### config.mk
export PLATFORM = sky130hd
export DESIGN_NAME = shift_left_pipe
export DESIGN_NICKNAME = d
export VERILOG_FILES = /design/src/rtl/shift_left_pipe.sv
export SDC_FILE = /design/constraint.sdc
export NUM_CORES = 1
export LEC_CHECK = 0
export BUFFER_PORTS_ARGS = -buffer_cell sky130_fd_sc_hd__buf_2
export CORE_MARGIN = 2
export CORE_UTILIZATION = 50
export CTS_BUF_LIST = sky130_fd_sc_hd__clkbuf_8
export DETAILED_ROUTE_END_ITERATION = 8
export PLACE_DENSITY = 0.74
export SLEW_MARGIN = 20
export SYNTH_ARGS = -nofsm -noshare
export SYNTH_HDL_FRONTEND = slang
export SYNTH_SLANG_ARGS = --single-unit
### constraint.sdc
create_clock -name clk -period 2.86 [get_ports clk]
set_input_delay 0.429 -clock clk [delete_from_list [all_inputs] [get_ports clk]]
set_output_delay 0.429 -clock clk [all_outputs]
set_load 0.01 [all_outputs]
### src/rtl/shift_left_pipe.sv
// rtl/shift_left_pipe.sv - two-stage elastic symbol-granular left shifter with fill insertion
module shift_left_pipe #(
    parameter int SYM_W = 5,
    parameter int NSYM  = 10,
    parameter int CNT_W = 8
) (
    input  logic                    clk,
    input  logic                    rst_n,
    input  logic                    in_valid,
    output logic                    in_ready,
    input  logic [SYM_W*NSYM-1:0]   in_data,
    input  logic [2:0]              shift,
    input  logic [SYM_W-1:0]        fill,
    output logic                    out_valid,
    input  logic                    out_ready,
    output logic [SYM_W*NSYM-1:0]   out_data,
    output logic                    out_err,
    output logic [CNT_W-1:0]        err_count
);

    localparam int DW = SYM_W * NSYM;

    // Stage 1 holding registers
    logic               s1_valid;
    logic [DW-1:0]      s1_data;
    logic               s1_shift2;
    logic [SYM_W-1:0]   s1_fill;
    logic               s1_illegal;

    // Combinational shift network and flow control
    logic [DW-1:0]      sh1_word;
    logic [DW-1:0]      sh2_word;
    logic [DW-1:0]      s2_word;
    logic               in_illegal;
    logic               s2_load;
    logic               s1_load;

    assign in_illegal = shift[2] & (shift[1] | shift[0]);
    assign s2_load    = !out_valid || out_ready;
    assign s1_load    = !s1_valid || s2_load;
    assign in_ready   = s1_load;

    // Stage 1 datapath: 1-symbol then 2-symbol shift of the incoming word
    always_comb begin
        sh1_word = in_data;
        if (shift[0]) begin
            sh1_word = {in_data[DW-SYM_W-1:0], fill};
        end
        sh2_word = sh1_word;
        if (shift[1]) begin
            sh2_word = {sh1_word[DW-2*SYM_W-1:0], fill, fill};
        end
    end

    // Stage 2 datapath: 4-symbol shift, or the all-fill word for an illegal amount
    always_comb begin
        s2_word = s1_data;
        if (s1_shift2) begin
            s2_word = {s1_data[DW-4*SYM_W-1:0], {4{s1_fill}}};
        end
        if (s1_illegal) begin
            s2_word = {NSYM{s1_fill}};
        end
    end

    // Stage 1 register: loads whenever it is empty or its contents move on
    always_ff @(posedge clk or negedge rst_n) begin
        if (!rst_n) begin
            s1_valid   <= 1'b0;
            s1_data    <= '0;
            s1_shift2  <= 1'b0;
            s1_fill    <= '0;
            s1_illegal <= 1'b0;
        end else if (s1_load) begin
            s1_valid <= in_valid;
            if (in_valid) begin
                s1_data    <= sh2_word;
                s1_shift2  <= shift[2];
                s1_fill    <= fill;
                s1_illegal <= in_illegal;
            end
        end
    end

    // Stage 2 register: output beat, held stable while downstream stalls
    always_ff @(posedge clk or negedge rst_n) begin
        if (!rst_n) begin
            out_valid <= 1'b0;
            out_data  <= '0;
            out_err   <= 1'b0;
        end else if (s2_load) begin
            out_valid <= s1_valid;
            if (s1_valid) begin
                out_data <= s2_word;
                out_err  <= s1_illegal;
            end
        end
    end

    // Saturating count of illegal-shift beats accepted at the input
    always_ff @(posedge clk or negedge rst_n) begin
        if (!rst_n) begin
            err_count <= '0;
        end else if (in_valid && s1_load && in_illegal && (err_count != {CNT_W{1'b1}})) begin
            err_count <= err_count + CNT_W'(1);
        end
    end

endmodule

# Word-level counts from Yosys, hierarchy flattened
# Index checks and enable logic that the tools add are counted.
# op_classes
add_sub_neg	1
mul	0
div_mod_pow	0
n_lt_le_gt_ge	0
n_eq_ne	1
n_shift	0
n_mux	4
bitwise	2
reduce_logical	9
# ops
op	n
two-way mux 50 bit	4
adder 8 x 1 -> 8 bit (second input constant)	1
!= test 8 bit (second input constant)	1
AND reduction 2 bit	2
logical AND 1 bit	3
logical NOT 1 bit	2
logical OR 1 bit	2
AND 1 bit	1
OR 1 bit	1
# word_totals
reg_bits	118
latchBits	0
ramBits	0
mem_bits_ro	0
input_bits	62
out_inout_bits	61
elab_cells	26
n_memories	0

# Depth between registers and ports, before layout
# depth
depth_word	6
mapped_depth	7
mapped_depth_nobuf	5

# Worst setup path after synthesis
# Ideal clock, no wire load.
# synth_path
kind	input to register
from	input out_ready
to	register s1_data[10]
setup_time_ps	125
t_arrival_ps	1464
t_required_ps	2735
path_slack_ps	1272
cell_stages	4
path_buffers	1
path_cell_list	nand3b_1 -> nand2_1 -> buf_2 -> mux2_2
# synth_between
elab_chain_len	3
# synth_rtl
item	line	text
start: declaration	15	input logic out_ready,
logical OR 1 bit	39	assign s2_load = !out_valid || out_ready;
logical OR 1 bit	40	assign s1_load = !s1_valid || s2_load;
AND reduction 2 bit (no line)	--	
end signal: assignment	77	s1_data <= sh2_word;
end: declaration	25	logic [DW-1:0] s1_data;
# No other way between the ends.
# A chain may end at the register's enable or synchronous reset.

# Final worst setup path
# layout_path
from	register s1_shift2
to	register out_data[20]
# layout_between
elab_chain_len	2
# layout_rtl
item	line	text
start: declaration	26	logic s1_shift2;
start signal: assignment	78	s1_shift2 <= shift[2];
two-way mux 50 bit	58	if (s1_shift2) begin
two-way mux 50 bit	61	if (s1_illegal) begin
end signal: assignment	94	out_data <= s2_word;
end: declaration	16	output logic [SYM_W*NSYM-1:0] out_data,
# No other way between the ends.

==> metrics <==
total detailed-routing wirelength 15,600 µm; min cycle time layout 1940 ps; wire length of the first global-routing pass 24,800 µm; power density relative to cell area 736 nW/µm²; number of input and output port buffers inserted 122; drt initial violations 363; RR Endpoint out_data[20]$_DFFE_PN0P_; proportion of synthesized chip area in sequential cells 0.480; net switching power figure 1.71 mW; Fmax achieved 516 MHz; Post-Synthesis Cell Area 6150 µm²; share of the synthesized area in the top cell type 0.480; post-synthesis to final-layout area growth 18.2%; area of the multi-input gates 2940 µm²; Slew headroom 0.488; pin count of the biggest net entering global routing 102; Setup Skew 7.55 ps; number of cells produced by synthesis 590; total clock buffers created by CTS 17; highest net fanout along the worst path 21; CTS Buffer Depth 2; CTS tree yes; pre-CTS worst setup slack 899 ps; arrival time at the worst endpoint 2250 ps; number of sinks handled by clock tree synthesis 118; Clk Latency, worst-skew pair 440 ps; startpoint of the lowest-slack register-to-register path s1_shift2$_DFFE_PN0P_; number of synthesized register bits 118; total power draw 5.35 mW; Worst Hold Slack 274 ps; total negative slack 0 ps; top cells by area, synth sky130_fd_sc_hd__dfrtp_1, sky130_fd_sc_hd__mux2_2, sky130_fd_sc_hd__mux2i_1; via count 4,819; number of gates resized after cts 0; full die area 13,200 µm²; global-route usage over all layers 0.246; synthesized area per cell 10.4 µm²; I/O pin cnt 123; number of cells traversed by the worst hold path 2; Max-Cap Viols 0; nets@finish 762; start-to-end type of the worst setup path flop to flop; H-tree depth 4; unrepaired setup endpoints after global routing false; Synth cell types 32; number of DRC violations after detailed routing 0; end point of the worst hold path s1_valid$_DFFE_PN0P_; required arrival time at the worst endpoint 3170 ps; Horiz. Die Dim 115 µm; clk root buf sky130_fd_sc_hd__clkbuf_8; Setup violations, final 0; sequential group share of total power 0.440; standard cell core area 12,000 µm²; leak pwr 3.38 nW; ratio of routed vias to standard cells 5.62; predominant post-synthesis flop cell sky130_fd_sc_hd__dfrtp_1; DP HPWL 11,800 µm; Avg WL per Cell 18.2 µm; length in cells of the worst reg-to-reg path 4; Pre-Repair DR Iteration Count 5; Inst Count DP 826; number of antenna violations at the first check in global routing 0; register area 2950 µm²; beginning of the worst hold path in_valid; number of global-route vias before repair 4,706; Warnings, synthesis 0; top-count cell post-synth sky130_fd_sc_hd__dfrtp_1; endpoint type of the worst setup path flop; final global-route overflow total 0; cell types with the highest counts after synthesis sky130_fd_sc_hd__dfrtp_1, sky130_fd_sc_hd__nand2_1, sky130_fd_sc_hd__o21ai_0; setup slack after layout 920 ps; FP Rows 40; Synth area leader sky130_fd_sc_hd__dfrtp_1; routability congestion estimate from global placement 0.853; ANT nets after route 0; Post-Place Cell Area 6830 µm²; internal power component 3.64 mW; switching share of power 0.320; Post-Synthesis Net Count 653; clock transition time at the flip-flop clock pins of the worst setup and hold paths 70 ps; number of synthesized flops with an enable pin 0; fin crit share 0.678; share of power burned in the clock network 0.298; total non-filler cell area in the finished layout 7270 µm²; final antenna diode count 0; Initial Util 0.512; Critical Path Source Type flop; run status finished, final reports clean; reg2reg setup slack 920 ps; FFs w/ async S/R, synth 1.00; Finished Layout Cells 858; fill cell count 984; share of layout cells above drive strength 1 0.350; fraction of power consumed by combinational cells 0.262; worst slew pin tran 767 ps; worst hold path class input port to flop; IR drop worst, VDD 0.000351 V; Final Core Density 0.605; height of the die 115 µm; Pins Over Slew Limit 0; final hold violations 0
-- worst max-delay path, cell delays in order (launching register included) --
cell and delay, ps:
sky130_fd_sc_hd__dfrtp_1 840, sky130_fd_sc_hd__buf_4 330, sky130_fd_sc_hd__mux2_2 350, sky130_fd_sc_hd__o21ai_0 210
sky130_fd_sc_hd__o21ai_1 80
-- cells in the final DEF (no fill, tap or decap) --
cell,synthesis,final
sky130_fd_sc_hd__o21ai_1,49,49
sky130_fd_sc_hd__nor4b_2,1,1
sky130_fd_sc_hd__nand2b_1,9,9
sky130_fd_sc_hd__inv_1,4,4
sky130_fd_sc_hd__nand2_1,95,93
sky130_fd_sc_hd__nor2_4,1,1
sky130_fd_sc_hd__nand4_1,1,1
sky130_fd_sc_hd__nor2_1,12,12
sky130_fd_sc_hd__nand3b_1,1,1
sky130_fd_sc_hd__bufinv_16,0,3
sky130_fd_sc_hd__o21ai_0,69,69
sky130_fd_sc_hd__a21oi_1,35,35
sky130_fd_sc_hd__nand3_1,3,3
sky130_fd_sc_hd__clkinvlp_4,0,1
sky130_fd_sc_hd__xor2_1,5,5
sky130_fd_sc_hd__buf_4,4,7
sky130_fd_sc_hd__mux4_2,11,11
sky130_fd_sc_hd__buf_2,18,121
sky130_fd_sc_hd__nand2_2,0,2
sky130_fd_sc_hd__ha_1,1,1
sky130_fd_sc_hd__nor2_2,1,1
sky130_fd_sc_hd__nor2b_1,10,10
sky130_fd_sc_hd__mux2_2,68,68
sky130_fd_sc_hd__a211oi_1,5,5
sky130_fd_sc_hd__dlygate4sd3_1,0,1
sky130_fd_sc_hd__clkinv_2,0,5
sky130_fd_sc_hd__nor3b_1,1,1
sky130_fd_sc_hd__clkbuf_8,0,22
sky130_fd_sc_hd__dfrtp_1,118,118
sky130_fd_sc_hd__nor4_2,1,1
sky130_fd_sc_hd__nand4b_4,1,1
sky130_fd_sc_hd__nor3_1,3,3
sky130_fd_sc_hd__buf_12,1,4
sky130_fd_sc_hd__mux2i_1,39,39
sky130_fd_sc_hd__mux2_1,3,3
-- sequential cells by signal, summed over array words and instances, names as in the netlist, 5 cells and up --
| signal | flops |
|---|---|
| s1_data | 50 |
| out_data | 50 |
| s1_fill | 5 |
| err_count | 8 |
-- routing by layer --
metal  track usage  share of wire
met5             0              0
met4         0.110          0.031
met3        0.0564          0.071
met2         0.362           0.45
met1         0.351           0.45
-- layout make-up --
class | count | share of cell area
Multi-Input combinational cell | 425 | 0.405
Clock buffer | 22 | 0.0417
Clock inverter | 9 | 0.0169
Inverter | 4 | 0.00207
Sequential cell | 118 | 0.406
Tap cell | 147 | 0.0253
Timing Repair Buffer | 133 | 0.103
-- timing repair --
action	in CTS	in global routing
buffers inserted	0	0
hold buffers	1	0
endpoints found under the hold margin	37	0
-- power groups by stage --
stage / sequential (mW) / combinational [mW] / clock, mW
after floorplan: 2.38 / 0.769 / 0
after global placement: 2.37 / 1.35 / 0
after detailed placement: 2.38 / 1.39 / 0
after CTS: 2.35 / 1.41 / 1.62
after global routing: 2.40 / 1.55 / 1.70
final: 2.36 / 1.40 / 1.59
-- cell families after synthesis --
logic type                 after synthesis  synth area share
AOI/OAI and AO/OA                      158             0.131
xor gates and xnor gates                 5           0.00712
adders and majority gates                1           0.00203
buffers and inverters                   47            0.0423
DFF                                    118             0.480
muxes                                  121             0.234
and+or+nand+nor                        140             0.104
-- worst max path at each step --
| stage | start | endpoint | slack, ps | cells after the start |
|---|---|---|---|---|
| final | s1_shift2$_DFFE_PN0P_ | out_data[20]$_DFFE_PN0P_ | 920 | 4 |
| after global routing | s1_shift2$_DFFE_PN0P_ | out_data[20]$_DFFE_PN0P_ | 800 | 4 |
| after CTS | s1_shift2$_DFFE_PN0P_ | out_data[20]$_DFFE_PN0P_ | 930 | 4 |
| after detailed placement | out_ready | s1_data[23]$_DFFE_PN0P_ | 900 | 5 |
| after global placement | out_ready | s1_data[13]$_DFFE_PN0P_ | 950 | 5 |
| after floorplan | out_ready | s1_data[10]$_DFFE_PN0P_ | 1270 | 4 |
(Power assumes the default switching activity.)
